--- config.mk ---
export PLATFORM = sky130hd
export DESIGN_NAME = debounce_bank_flat
export DESIGN_NICKNAME = d
export VERILOG_FILES = /design/src/rtl/debounce_pkg.sv /design/src/rtl/debounce_bank_if.sv /design/src/rtl/debounce_channel.sv /design/src/rtl/debounce_bank.sv /design/src/flat_wrapper.sv
export SDC_FILE = /design/constraint.sdc
export NUM_CORES = 1
export LEC_CHECK = 0
export BUFFER_PORTS_ARGS = -buffer_cell sky130_fd_sc_hd__buf_2
export CORE_UTILIZATION = 50
export CTS_CLUSTER_DIAMETER = 40
export DETAILED_ROUTE_END_ITERATION = 10
export MAX_ROUTING_LAYER = met4
export PLACE_DENSITY = 0.79
export SYNTH_ARGS = -nofsm -noshare
export SYNTH_HDL_FRONTEND = slang
export SYNTH_SLANG_ARGS = --single-unit
--- constraint.sdc ---
create_clock -name clk -period 2.42 [get_ports clk]
set_clock_uncertainty 0.05 [all_clocks]
set_input_delay 0.484 -clock clk [delete_from_list [all_inputs] [get_ports clk]]
set_output_delay 0.484 -clock clk [all_outputs]
set_load 0.1 [all_outputs]
--- src/rtl/debounce_pkg.sv ---
// Shared defaults and width helpers for the debounce bank and its channels.
package debounce_pkg;

  localparam int unsigned DEF_N_CH         = 4;
  localparam int unsigned DEF_TICK_DIV     = 50000;
  localparam int unsigned DEF_STABLE_TICKS = 4;

  // Prescaler width: enough bits to hold 0..tick_div-1.
  function automatic int unsigned div_cnt_w(input int unsigned tick_div);
    return $clog2(tick_div);
  endfunction

  // Stable counter width: enough bits to hold 0..stable_ticks.
  function automatic int unsigned stable_cnt_w(input int unsigned stable_ticks);
    return $clog2(stable_ticks + 1);
  endfunction

endpackage

--- src/rtl/debounce_bank_if.sv ---
// Signal bundle between the debounce bank and its user.
// No handshake: en/btn_in are levels from the user; btn_db is a level, tick/rise/fall are one-cycle strobes.
interface debounce_bank_if
  import debounce_pkg::*;
#(
  parameter int N_CH = DEF_N_CH
);

  logic            en;
  logic [N_CH-1:0] btn_in;
  logic [N_CH-1:0] btn_db;
  logic [N_CH-1:0] rise_pulse;
  logic [N_CH-1:0] fall_pulse;
  logic            tick;

  modport master (
    output en, btn_in,
    input  btn_db, rise_pulse, fall_pulse, tick
  );

  modport slave (
    input  en, btn_in,
    output btn_db, rise_pulse, fall_pulse, tick
  );

endinterface

--- src/rtl/debounce_channel.sv ---
// One debounced input: 2-flop synchronizer, tick-gated stability counter, edge strobes.
module debounce_channel
  import debounce_pkg::*;
#(
  parameter int STABLE_TICKS = DEF_STABLE_TICKS
) (
  input  logic clk,
  input  logic rst_a_p,
  input  logic tick_i,
  input  logic btn_i,
  output logic db_o,
  output logic rise_o,
  output logic fall_o
);

  localparam int CNT_W = stable_cnt_w(STABLE_TICKS);
  localparam logic [CNT_W-1:0] CNT_LAST = CNT_W'(STABLE_TICKS - 1);

  logic             sync1_q;
  logic             sync2_q;
  logic [CNT_W-1:0] cnt_q,  cnt_d;
  logic             db_q,   db_d;
  logic             rise_q, rise_d;
  logic             fall_q, fall_d;

  // A single matching sample wipes all accumulated credit.
  always_comb begin
    cnt_d  = cnt_q;
    db_d   = db_q;
    rise_d = 1'b0;
    fall_d = 1'b0;
    if (tick_i) begin
      if (sync2_q != db_q) begin
        if (cnt_q == CNT_LAST) begin
          cnt_d  = '0;
          db_d   = sync2_q;
          rise_d = sync2_q;
          fall_d = ~sync2_q;
        end else begin
          cnt_d = cnt_q + CNT_W'(1);
        end
      end else begin
        cnt_d = '0;
      end
    end
  end

  always_ff @(posedge clk or posedge rst_a_p) begin
    if (rst_a_p) begin
      sync1_q <= 1'b0;
      sync2_q <= 1'b0;
      cnt_q   <= '0;
      db_q    <= 1'b0;
      rise_q  <= 1'b0;
      fall_q  <= 1'b0;
    end else begin
      sync1_q <= btn_i;
      sync2_q <= sync1_q;
      cnt_q   <= cnt_d;
      db_q    <= db_d;
      rise_q  <= rise_d;
      fall_q  <= fall_d;
    end
  end

  assign db_o   = db_q;
  assign rise_o = rise_q;
  assign fall_o = fall_q;

endmodule

--- src/rtl/debounce_bank.sv ---
// Bank of N_CH debounced inputs sharing one sample-tick prescaler.
module debounce_bank
  import debounce_pkg::*;
#(
  parameter int N_CH         = DEF_N_CH,
  parameter int TICK_DIV     = DEF_TICK_DIV,
  parameter int STABLE_TICKS = DEF_STABLE_TICKS
) (
  input  logic                 clk,
  input  logic                 rst_a_p,
  debounce_bank_if.slave       bus
);

  localparam int DIV_W = div_cnt_w(TICK_DIV);
  localparam logic [DIV_W-1:0] DIV_LAST = DIV_W'(TICK_DIV - 1);

  logic [DIV_W-1:0] div_q, div_d;
  logic             tick_q, tick_d;

  // Disabled prescaler holds its count so a paused period resumes where it left off.
  always_comb begin
    div_d  = div_q;
    tick_d = 1'b0;
    if (bus.en) begin
      if (div_q == DIV_LAST) begin
        div_d  = '0;
        tick_d = 1'b1;
      end else begin
        div_d = div_q + DIV_W'(1);
      end
    end
  end

  always_ff @(posedge clk or posedge rst_a_p) begin
    if (rst_a_p) begin
      div_q  <= '0;
      tick_q <= 1'b0;
    end else begin
      div_q  <= div_d;
      tick_q <= tick_d;
    end
  end

  assign bus.tick = tick_q;

  for (genvar g = 0; g < N_CH; g++) begin : g_ch
    debounce_channel #(
      .STABLE_TICKS (STABLE_TICKS)
    ) u_ch (
      .clk     (clk),
      .rst_a_p (rst_a_p),
      .tick_i  (tick_q),
      .btn_i   (bus.btn_in[g]),
      .db_o    (bus.btn_db[g]),
      .rise_o  (bus.rise_pulse[g]),
      .fall_o  (bus.fall_pulse[g])
    );
  end

endmodule

--- src/flat_wrapper.sv ---
// flat-port wrapper written by rule: the top's interface ports become plain ports
module debounce_bank_flat import debounce_pkg::*;
#(
  parameter int N_CH         = DEF_N_CH,
  parameter int TICK_DIV     = DEF_TICK_DIV,
  parameter int STABLE_TICKS = DEF_STABLE_TICKS
)
  (clk, rst_a_p, bus_en, bus_btn_in, bus_btn_db, bus_rise_pulse, bus_fall_pulse, bus_tick);
  debounce_bank_if #(.N_CH(N_CH)) bus_i ();
  input  logic clk;
  input  logic rst_a_p;
  input wire logic [$bits(bus_i.en)-1:0] bus_en;
  input wire logic [$bits(bus_i.btn_in)-1:0] bus_btn_in;
  output wire logic [$bits(bus_i.btn_db)-1:0] bus_btn_db;
  output wire logic [$bits(bus_i.rise_pulse)-1:0] bus_rise_pulse;
  output wire logic [$bits(bus_i.fall_pulse)-1:0] bus_fall_pulse;
  output wire logic [$bits(bus_i.tick)-1:0] bus_tick;
  assign bus_i.en = bus_en;
  assign bus_i.btn_in = bus_btn_in;
  assign bus_btn_db = bus_i.btn_db;
  assign bus_rise_pulse = bus_i.rise_pulse;
  assign bus_fall_pulse = bus_i.fall_pulse;
  assign bus_tick = bus_i.tick;
  debounce_bank #(.N_CH(N_CH), .TICK_DIV(TICK_DIV), .STABLE_TICKS(STABLE_TICKS)) u_core (.clk(clk), .rst_a_p(rst_a_p), .bus(bus_i));
endmodule
; Yosys cells after proc, flatten, opt, wreduce, memory -nomap -nowiden
; Cells that the tools add are included.
[classes]
n_addsub = 5
eq_ne = 9
n_mux = 35
bitwise_logic = 4
reduce_logical = 4
[ops]
columns = cell, count
row1 = 1-bit two-way mux, 26
row2 = 3-bit two-way mux, 8
row3 = "16-bit by 1-bit adder with 16-bit output, second input constant", 1
row4 = "16-bit equality test, second input constant", 1
row5 = 16-bit two-way mux, 1
row6 = "3-bit by 1-bit adder with 3-bit output, second input constant", 4
row7 = "3-bit by 2-bit equality test with 1-bit output, second input constant", 4
row8 = 3-bit AND reduction, 4
row9 = 1-bit != test, 4
row10 = 1-bit inverter, 4
[totals]
register_bits = 49
out_inout_bits = 13
wordCells = 83

; Longest topological paths before layout
; Gate-level depths: netlist (run 1).
[logic_depth]
depth_word = 4
ltp_mapped = 5

; Cells and area by module
; From an unflattened synthesis (run 1), not the netlist that was laid out.
[unflattened]
hier_cells = 175
hier_area_um2 = 2127.0
[modules_own_cells]
columns = mod, instances, cells_each, area_per_inst_um2
row1 = debounce_channel, 4, 25, 324.1
row2 = debounce_bank, 1, 75, 830.8

; Worst setup path after synthesis (run 1)
; OpenSTA, ideal clock, no wires.
[synth_timing]
kind = flip-flop to flip-flop
from = reg u_core.tick_q, in the netlist u_core.bus.tick
to = reg u_core.g_ch[0].u_ch.cnt_q[2]
arrival_ns = 1.742
required_ns = 2.253
setup_slack_ns = 0.511
path_stages_with_launch = 5
path_buffers = 2
period_less_slack_ns = 1.909
cell_sequence = dfrtp_1 -> clkbuf_1 -> buf_1 -> o21a_1 -> nor2_1
[synth_lines]
columns = element, line_no
row1 = "start, declared", debounce_bank.sv:18  ; logic tick_q, tick_d;
row2 = "start signal, assigned", debounce_bank.sv:40  ; tick_q <= tick_d;
row3 = "end signal, assigned", debounce_channel.sv:59  ; cnt_q <= cnt_d;
row4 = "end, declared", debounce_channel.sv:21  ; logic [CNT_W-1:0] cnt_q, cnt_d;

; Worst setup path after layout (run 1)
[layout_timing]
from = reg u_core.div_q[12]
to = reg u_core.div_q[14]
[layout_between]
elab_chain_len = 2
[layout_rtl]
columns = element, line_no
row1 = "start, declared", debounce_bank.sv:17  ; logic [DIV_W-1:0] div_q, div_d;
row2 = "start signal, assigned", debounce_bank.sv:39  ; div_q <= div_d;
row3 = 16-bit by 1-bit adder with 16-bit output / 16-bit equality test (equally long branches), "debounce_bank.sv:29, debounce_bank.sv:25"
row4 = 16-bit two-way mux (*), debounce_bank.sv:25  ; if (div_q == DIV_LAST) begin
; Mark *: on every way between the ends. The rest lies on a longest branch, timed or not.
; A chain may end at the register's enable or synchronous reset.

==> results.sh, run 1 <==
export IMPL_rows=23
export IMPL_ant_nets=0
export IMPL_drt_iter0_drc=80
export IMPL_syn_area_sq_mm=0.00212
export IMPL_synth_top_family_by_area="simple AND/OR/NAND/NOR gates"
export IMPL_ys_types=33
export IMPL_insertion_delay_ns=0.30
export IMPL_synthesis_nets=191
export IMPL_synthCells=179
export IMPL_synthAdderAreaFrac_pct=2.95
export IMPL_period_minus_slack_ns=1.98
export IMPL_first_pass_iters=6
export IMPL_drv_slew=0
export IMPL_root_buffer="clkbuf_8"
export IMPL_design_area_sq_mm=0.00232
export IMPL_cts_max_level=2
export IMPL_clkPwrFrac_pct=34.7
export IMPL_cts_hold_buf=0
export IMPL_holdCritPathClass="in2async"
export IMPL_slew_headroom_pct=63.2
export IMPL_n_antenna_cell=0
export IMPL_grt_pass1_vias=1172
export IMPL_clk_pin_slew_ns=0.09
export IMPL_cts_buffer_depth=2
export IMPL_final_setup_viol_count=0
export IMPL_cts_made_buffers=5
export IMPL_synth_simple_area_share_pct=17.4
export IMPL_ys_warn_count=0
export IMPL_initial_utilization_pct=52.6
export IMPL_dpl_instance_area_sq_mm=0.00220
export IMPL_wl_per_cell_um=11.8
export IMPL_crit_required_ns=2.56
export IMPL_crit_fanout=10
export IMPL_p_sw_w=0.000412
export IMPL_status="complete, no violations"
export IMPL_vias_per_cell=5.06
export IMPL_power_frac_comb_pct=9.2
export IMPL_final_cell_mix="49 x dfrtp_1, 19 x buf_2, 13 x nor2_1"
export IMPL_ys_ff_latch=49
export IMPL_drc=0
export IMPL_dp_hpwl_mm=1.98
export IMPL_cts_setup_buffers=0
export IMPL_swShare_pct=24.2
export IMPL_max_vdd_ir_drop_v=0.000430
export IMPL_wl_mm=2.86
export IMPL_grt_ovfl_total=0
export IMPL_avgSynthCellArea_sq_um=11.8
export IMPL_synth_xor_area_share_pct=6.20
export IMPL_vias=1229
export IMPL_period_share_pct=81.7
export IMPL_gp_congestion=0.809
export IMPL_cp_end_kind="flip-flop"
export IMPL_power_density_mw_per_mm2=731
export IMPL_post_cts_resized=0
export IMPL_rsz0062_at_grt="no"
export IMPL_setup_tns_ns=0
export IMPL_die_x_um=67.1
export IMPL_power_frac_seq_pct=56.1
export IMPL_clkSinkCount=49
export IMPL_intPower_w=0.00129
export IMPL_antenna_found_initial=0
export IMPL_crit_type="reg2reg"
export IMPL_die_area_sq_mm=0.00450
export IMPL_coreArea_sq_mm=0.00403
export IMPL_area_growth_pct=9.57
export IMPL_grtUsageTotal_pct=15.8
export IMPL_cap_violations=0
export IMPL_hold_viol_final=0
export IMPL_cp_data_arrival_time_ns=2.11
export IMPL_grt_max_degree=28
export IMPL_synth_compound_area_share_pct=3.78
export IMPL_tightest_slew_ns=0.548
export IMPL_ys_seq_area_share_pct=57.9
export IMPL_grt_pass1_wl_mm=5.02
export IMPL_final_common_cell="dfrtp_1"
export IMPL_nNetsFinal=204
export IMPL_portBuffers=19
export IMPL_fmax_mhz=506
export IMPL_die_height_um=67.1
export IMPL_drive_gt1_share_pct=21.2
export IMPL_cp_start_kind="flip-flop"
export IMPL_ioPinCount=20
export IMPL_synthMuxAreaShare_pct=5.73
export IMPL_cts_tree="yes"
export IMPL_p_leak_nw=1.13
## critical path, stage by stage (launching register included)
cell and delay [ns]:
dfrtp_1 0.42, or4b_4 0.56, nor4_4 0.50, nor2_1 0.07, mux2_2 0.27
## area by class of cell
cell class              instances  area (sq um)
flip-flops and latches         49          1230
inverters                       7          26.3
clock buffers                   6          82.6
clock inverters                 2          37.5
repair buffers                 21           123
multi-input cells             108           763
fillers                       338          1710
well taps                      50          62.6
## power groups by stage
stage	logic [W]	registers, W	clock network, W
5_1_grt	0.000187	0.000965	0.000645
3_5_place_dp	0.000160	0.000965	0
2_1_floorplan	0.000126	0.000952	0
3_3_place_gp	0.000156	0.000965	0
4_1_cts	0.000159	0.000952	0.000615
6_report	0.000156	0.000952	0.000589
## per-layer routing
layer,vias up,part of all wire (%),global-route usage (%)
li1,628,-,-
met1,578,48,17.6
met2,16,46,25.9
met3,7,3.1,4.11
met4,0,2.3,8.24
met5,-,0,-
## sequential cells by signal, summed over array words and instances, names as in the netlist
| name | flops |
|---|---|
| u_core.g_ch.u_ch.rise_o | 4 |
| u_core.g_ch.u_ch.cnt_q | 12 |
| u_core.g_ch.u_ch.db_o | 4 |
| u_core.g_ch.u_ch.fall_o | 4 |
| u_core.g_ch.u_ch.sync2_q | 4 |
| u_core.bus.tick | 1 |
| u_core.g_ch.u_ch.sync1_q | 4 |
| u_core.div_q | 16 |
## cell usage after synthesis
master | n | area (sq um)
and2_1 | 2 | 12.5
mux2i_1 | 2 | 20.0
nand2_1 | 12 | 45.0
mux2_2 | 9 | 101
nor4_1 | 3 | 18.8
buf_1 | 1 | 3.75
clkbuf_1 | 1 | 3.75
or4bb_1 | 1 | 11.3
dfrtp_1 | 49 | 1230
nand3_1 | 7 | 35.0
nand3b_1 | 1 | 7.51
nor3b_1 | 8 | 60.1
nand2b_1 | 1 | 6.26
o22ai_1 | 4 | 25.0
ha_1 | 5 | 62.6
xnor2_1 | 8 | 70.1
inv_1 | 7 | 26.3
o21a_1 | 2 | 15.0
buf_2 | 1 | 5.00
a21oi_1 | 1 | 5.00
or4b_4 | 1 | 13.8
a21o_1 | 2 | 15.0
nor4_4 | 1 | 21.3
nor2b_1 | 2 | 12.5
o21ai_0 | 3 | 15.0
buf_4 | 12 | 90.1
nor2_1 | 13 | 48.8
nand4_1 | 5 | 31.3
o21ai_1 | 1 | 5.00
xor2_1 | 7 | 61.3
or3_1 | 2 | 12.5
nor3_1 | 4 | 20.0
nand4bb_1 | 1 | 11.3
## cells by family (layout without fill, tap and decap cells)
family,count (synthesis),in the layout
simple gates,64,64
flops,49,49
xor+xnor,15,15
fa+ha+maj,5,5
mux,11,11
buf+inv,22,36
compound gates,13,13
## stage by stage
step / cells / utilization [%] / setup slack, ns / power (W) / hold slack (ns)
after floorplan: 179 / - / 0.511 / 0.00108 / 0.281
after global placement: 235 / 54.6 / 0.502 / 0.00112 / 0.282
after detailed placement: 235 / 54.6 / 0.465 / 0.00112 / 0.286
after CTS: 243 / 57.6 / 0.447 / 0.00173 / 0.160
after global routing: 243 / 57.6 / 0.334 / 0.00180 / 0.180
final: 243 / 57.6 / 0.443 / 0.00170 / 0.151
## final timing paths
kind | from | slack, ns | to | depth (start not counted)
min | rst_a_p | 0.15 | u_core.g_ch[2].u_ch.fall_o | 2
min reg2reg | u_core.g_ch[2].u_ch.sync1_q | 0.30 | u_core.g_ch[2].u_ch.sync2_q | 0
max | u_core.div_q[12] | 0.44 | u_core.div_q[14] | 4
min in group clk | bus_btn_in[1] | 0.24 | u_core.g_ch[1].u_ch.sync1_q | 1
max reg2reg | u_core.div_q[12] | 0.44 | u_core.div_q[14] | 4
max in group asynchronous | rst_a_p | 1.66 | u_core.g_ch[0].u_ch.sync1_q | 3
Note: power is estimated with default switching activity, not from simulation.
==> inputs of run 2 (changes only) <==
Settings changed: ABC_AREA set to 1.
Clock period 2.42 ns to 1.85 ns, I/O delays scaled along.
==> run 2 against run 1 <==
Non-clock buffer count is the same. Flip-flop and latch count did not move. Register-to-register slack worse by 0.07 ns. Critical endpoint is now bus_btn_db[3].
==> results.sh, run 2 <==
export IMPL_period_share_pct=83.8
export IMPL_synth_area_leader_cell="dfrtp_1"
export IMPL_die_x_um=70.0
export IMPL_hold_viol_final=0
export IMPL_design_area_sq_mm=0.00251
export IMPL_clk_pin_slew_ns=0.09
export IMPL_synthFlopType="dfrtp_1"
export IMPL_cts_setup_buffers=0
export IMPL_cts_tree="yes"
export IMPL_holdCritPathClass="in2async"
export IMPL_ys_ff_latch=49
export IMPL_slowest_stage="buf_2"
export IMPL_crit_chain="buf_2"
export IMPL_cts_buffer_depth=2
export IMPL_n_fill_cell=396
export IMPL_critPathBufInv=1
export IMPL_final_cell_mix="52 x nand2_1, 49 x dfrtp_1, 35 x inv_1"
export IMPL_regMostFlops="u_core.div_q"
export IMPL_synthesis_nets=274
export IMPL_tightest_slew_ns=0.486
export IMPL_ys_seq_area_share_pct=53.1
export IMPL_ant_nets=0
export IMPL_gp_congestion=0.886
export IMPL_avgSynthCellArea_sq_um=8.82
export IMPL_drt_iter0_drc=104
export IMPL_status="complete, no violations"
export IMPL_synth_area_top_cells="dfrtp_1 53%, nand2_1 8.4%, inv_1 5.8%"
export IMPL_final_setup_viol_count=0
export IMPL_antenna_found_initial=0
export IMPL_wl_per_cell_um=10.6
export IMPL_synthCells=262
export IMPL_die_height_um=70.0
export IMPL_grt_pass1_wl_mm=6.33
export IMPL_crit_type="reg2out"
export IMPL_critPathMaxStageDelay_ns=0.44
export IMPL_ys_types=27
export IMPL_ys_warn_count=0
export IMPL_dp_hpwl_mm=2.53
export IMPL_post_cts_resized=0
export IMPL_clkSinkCount=49
export IMPL_period_minus_slack_ns=1.55
export IMPL_coreArea_sq_mm=0.00438
export IMPL_initial_utilization_pct=52.7
export IMPL_drive_gt1_share_pct=16.6
export IMPL_die_area_sq_mm=0.00490
export IMPL_slew_headroom_pct=67.8
export IMPL_vias_per_cell=4.92
export IMPL_crit_family="buffers and inverters"
export IMPL_top_regs="u_core.div_q x16, u_core.g_ch.u_ch.cnt_q x12"
export IMPL_drc=0
export IMPL_root_buffer="clkbuf_8"
export IMPL_grt_max_degree=50
export IMPL_p_leak_nw=1.34
export IMPL_portBuffers=19
export IMPL_grt_ovfl_total=0
export IMPL_syn_area_sq_mm=0.00231
export IMPL_cp_end_kind="primary output"
export IMPL_grtUsageTotal_pct=16.9
export IMPL_insertion_delay_ns=0.30
export IMPL_drv_slew=0
export IMPL_max_vdd_ir_drop_v=0.000732
export IMPL_yosysMostFrequentCell="nand2_1"
export IMPL_cp_start_kind="flip-flop"
export IMPL_cts_made_buffers=5
export IMPL_final_common_cell="nand2_1"
export IMPL_crit_fanout=3
export IMPL_synth_top_area_share_pct=53.1
export IMPL_synth_edf_count=0
export IMPL_synth_commonest_cells="52 x nand2_1, 49 x dfrtp_1, 36 x inv_1, 32 x nor2_1, 21 x nand3_1"
export IMPL_area_growth_pct=8.72
export IMPL_crit_required_ns=1.43
export IMPL_vias=1618
export IMPL_rsz0062_at_grt="no"
export IMPL_cp_data_arrival_time_ns=1.13
export IMPL_largest_reg_flops=16
export IMPL_rows=24
export IMPL_async_reset_ff_share_pct=100
export IMPL_power_density_mw_per_mm2=1020
export IMPL_nNetsFinal=288
export IMPL_n_antenna_cell=0
export IMPL_grt_pass1_vias=1453
export IMPL_fmax_mhz=645
export IMPL_cts_hold_buf=0
export IMPL_first_pass_iters=5
export IMPL_cap_violations=0
export IMPL_setup_tns_ns=0
export IMPL_wl_mm=3.49
export IMPL_cts_max_level=2
export IMPL_p_total_w=0.00255
export IMPL_ioPinCount=20
export IMPL_dpl_instance_area_sq_mm=0.00239
run 2: metal layers:
metal | vias up | wire length (um) | track usage, %
met2 | 30 | 1660 | 26.6
met1 | 756 | 1670 | 21.2
li1 | 827 | - | -
met5 | - | 0 | -
met4 | 0 | 38 | 6.00
met3 | 5 | 119 | 4.33
run 2: power by group:
part | total, W | switching (W) | internal, W
clock | 0.000781 | 0.000342 | 0.000439
combinational | 0.000460 | 0.000286 | 0.000175
sequential | 0.00131 | 0.000139 | 0.00117
run 2: final timing paths:
| kind | from | to | slack, ns | cells after the start |
|---|---|---|---|---|
| setup / recovery | u_core.g_ch[3].u_ch.db_o | bus_btn_db[3] | 0.30 | 1 |
| hold / removal | rst_a_p | u_core.g_ch[0].u_ch.db_o | 0.04 | 3 |
| setup reg to reg | u_core.div_q[0] | u_core.div_q[14] | 0.37 | 8 |
| hold reg to reg | u_core.g_ch[1].u_ch.sync1_q | u_core.g_ch[1].u_ch.sync2_q | 0.30 | 0 |
| max in group asynchronous | rst_a_p | u_core.div_q[11] | 1.50 | 3 |
| min in group clk | bus_btn_in[2] | u_core.g_ch[2].u_ch.sync1_q | 0.12 | 1 |
run 2: metrics by stage:
stage	instances	hold slack [ns]	worst slack [ns]	utilization (%)
2_1_floorplan	262	0.281	0.112	-
3_3_place_gp	321	0.284	0.430	54.6
3_5_place_dp	321	0.290	0.395	54.6
4_1_cts	329	0.0473	0.278	57.3
5_1_grt	329	0.0525	0.246	57.3
6_report	329	0.0425	0.300	57.3
run 2: cell type report:
type / count / area (sq um) / area share [%]
Clock inverter: 2 / 37.5 / 1.49
Sequential cell: 49 / 1230 / 48.8
Multi-Input combinational cell: 160 / 832 / 33.1
Clock buffer: 6 / 82.6 / 3.29
Inverter: 39 / 146 / 5.83
Tap cell: 52 / 65.1 / 2.59
Timing Repair Buffer: 21 / 123 / 4.88
run 2: tightest hold or removal path: cells and delay by family:
family	cells	cell delay (ns)
buffers and inverters	3	0.40
run 2: kinds of logic after synthesis:
kind of cell,synth area share [%]
fa+ha+maj,2.71
buf+inv,10.9
compound gates,4.12
simple gates,25.8
flops,53.1
xor+xnor,3.41
==> inputs of run 3 (changes only) <==
Clock period 1.85 ns to 1.6 ns, I/O delays scaled along.
==> run 3 against run 2 <==
Global-route usage up 0.73 points. Flip-flop and latch count unchanged. Hold slack better by 0.024 ns. Critical endpoint is now bus_btn_db[2].
==> results.sh, run 3 (synthesized netlist as in run 2, its figures left out) <==
export IMPL_area_growth_pct=9.75
export IMPL_wl_per_cell_um=11.0
export IMPL_portBuffers=19
export IMPL_grt_ovfl_total=0
export IMPL_ioPinCount=20
export IMPL_crit_required_ns=1.23
export IMPL_final_common_cell="nand2_1"
export IMPL_final_cell_mix="52 x nand2_1, 48 x dfrtp_1, 35 x inv_1"
export IMPL_die_area_sq_mm=0.00490
export IMPL_cts_made_buffers=5
export IMPL_hold_viol_final=0
export IMPL_cp_data_arrival_time_ns=1.14
export IMPL_drt_iter0_drc=66
export IMPL_power_density_mw_per_mm2=1160
export IMPL_crit_type="reg2out"
export IMPL_vias=1623
export IMPL_cts_tree="yes"
export IMPL_largest_reg_flops=16
export IMPL_cp_start_kind="flip-flop"
export IMPL_r2r_slack_ns=0.16
export IMPL_dpl_instance_area_sq_mm=0.00240
export IMPL_slowest_stage="buf_2"
export IMPL_grtUsageTotal_pct=17.6
export IMPL_post_route_util_pct=57.8
export IMPL_cts_max_level=2
export IMPL_gp_congestion=0.901
export IMPL_timing_rr_start="u_core.div_q[0]"
export IMPL_drc=0
export IMPL_first_pass_iters=4
export IMPL_nNetsFinal=288
export IMPL_ant_nets=0
export IMPL_cp_end_kind="primary output"
export IMPL_cp_depth=1
export IMPL_crit_fanout=3
export IMPL_p_leak_nw=1.34
export IMPL_max_vdd_ir_drop_v=0.000633
export IMPL_tightest_slew_ns=0.487
export IMPL_period_share_pct=94.1
export IMPL_initial_utilization_pct=52.7
export IMPL_regMostFlops="u_core.div_q"
export IMPL_drv_slew=0
export IMPL_insertion_delay_ns=0.30
export IMPL_cts_buffer_depth=2
export IMPL_final_setup_viol_count=0
export IMPL_n_fill_cell=382
export IMPL_holdCritPathClass="in2reg"
export IMPL_crit_family="buffers and inverters"
export IMPL_die_height_um=70.0
export IMPL_rows=24
export IMPL_grt_pass1_vias=1583
export IMPL_period_minus_slack_ns=1.51
export IMPL_n_antenna_cell=0
export IMPL_critPathMaxStageDelay_ns=0.44
export IMPL_grt_pass1_wl_mm=6.50
export IMPL_antenna_found_initial=0
export IMPL_coreArea_sq_mm=0.00438
export IMPL_reg2reg_to="u_core.div_q[2]"
export IMPL_die_x_um=70.0
export IMPL_top_regs="u_core.div_q x16, u_core.g_ch.u_ch.cnt_q x12"
export IMPL_fmax_mhz=664
export IMPL_reg2reg_depth=5
export IMPL_hold_path_end="u_core.g_ch[2].u_ch.sync1_q"
export IMPL_root_buffer="clkbuf_8"
export IMPL_status="complete, no violations"
export IMPL_hold_slack_ns=0.0668
export IMPL_design_area_sq_mm=0.00254
export IMPL_hold_depth=1
export IMPL_p_total_w=0.00295
export IMPL_wl_mm=3.62
export IMPL_grt_max_degree=50
export IMPL_dp_hpwl_mm=2.60
export IMPL_drive_gt1_share_pct=17.0
export IMPL_clkSinkCount=49
export IMPL_vias_per_cell=4.93
export IMPL_critPathBufInv=1
export IMPL_cap_violations=0
export IMPL_rsz0062_at_grt="no"
export IMPL_min_delay_start="bus_btn_in[2]"
export IMPL_slew_headroom_pct=67.7
export IMPL_crit_chain="buf_2"
export IMPL_clk_pin_slew_ns=0.09
-- run 3: power breakdown --
part           total, W  switching (W)  internal (W)  leakage [nW]
combinational  0.000530       0.000328      0.000202         0.649
sequential      0.00151       0.000157       0.00135         0.629
clock          0.000907       0.000399      0.000508        0.0574
total           0.00295       0.000885       0.00206          1.34
-- run 3: layout make-up --
class                   count  area, sq um  area share [%]
clock buffers               6         82.6            3.26
clock inverters             2         37.5            1.48
inverters                  39          146            5.77
multi-input cells         160          837            33.0
flip-flops and latches     49         1230            48.4
well taps                  52         65.1            2.57
repair buffers             21          140            5.53
-- run 3: how the worst max path moves through the flow --
stage / slack (ns) / start / end
3_3_place_gp: 0.21 / u_core.div_q[0] / u_core.div_q[2]
5_1_grt: 0.008 / u_core.div_q[0] / u_core.div_q[9]
6_report: 0.09 / u_core.g_ch[2].u_ch.db_o / bus_btn_db[2]
3_5_place_dp: 0.19 / u_core.div_q[0] / u_core.div_q[14]
2_1_floorplan: -0.05 / rst_a_p / u_core.bus.tick
4_1_cts: 0.08 / u_core.g_ch[0].u_ch.db_o / bus_btn_db[0]
-- run 3: repair_timing --
action,4_1_cts,5_1_grt
setup endpoints to repair,0,1
hold buffers,1,0
gates resized for setup,0,1
buffers inserted,0,0
hold endpoints to repair,43,0
-- run 3: metrics by stage --
stage / setup slack [ns] / setup TNS [ns] / std cells
after floorplan: -0.0489 / -0.0489 / 262
after global placement: 0.214 / 0 / 320
after detailed placement: 0.187 / 0 / 320
after CTS: 0.0794 / 0 / 329
after global routing: 0.00835 / 0 / 329
final: 0.0944 / 0 / 329
-- run 3: layer usage --
layer / global-route usage, % / share of wire (%) / vias to the layer above
li1: - / - / 831
met3: 4.62 / 3.0 / 6
met1: 20.2 / 46 / 756
met5: - / 0 / -
met4: 8.89 / 1.9 / 0
met2: 28.5 / 49 / 30
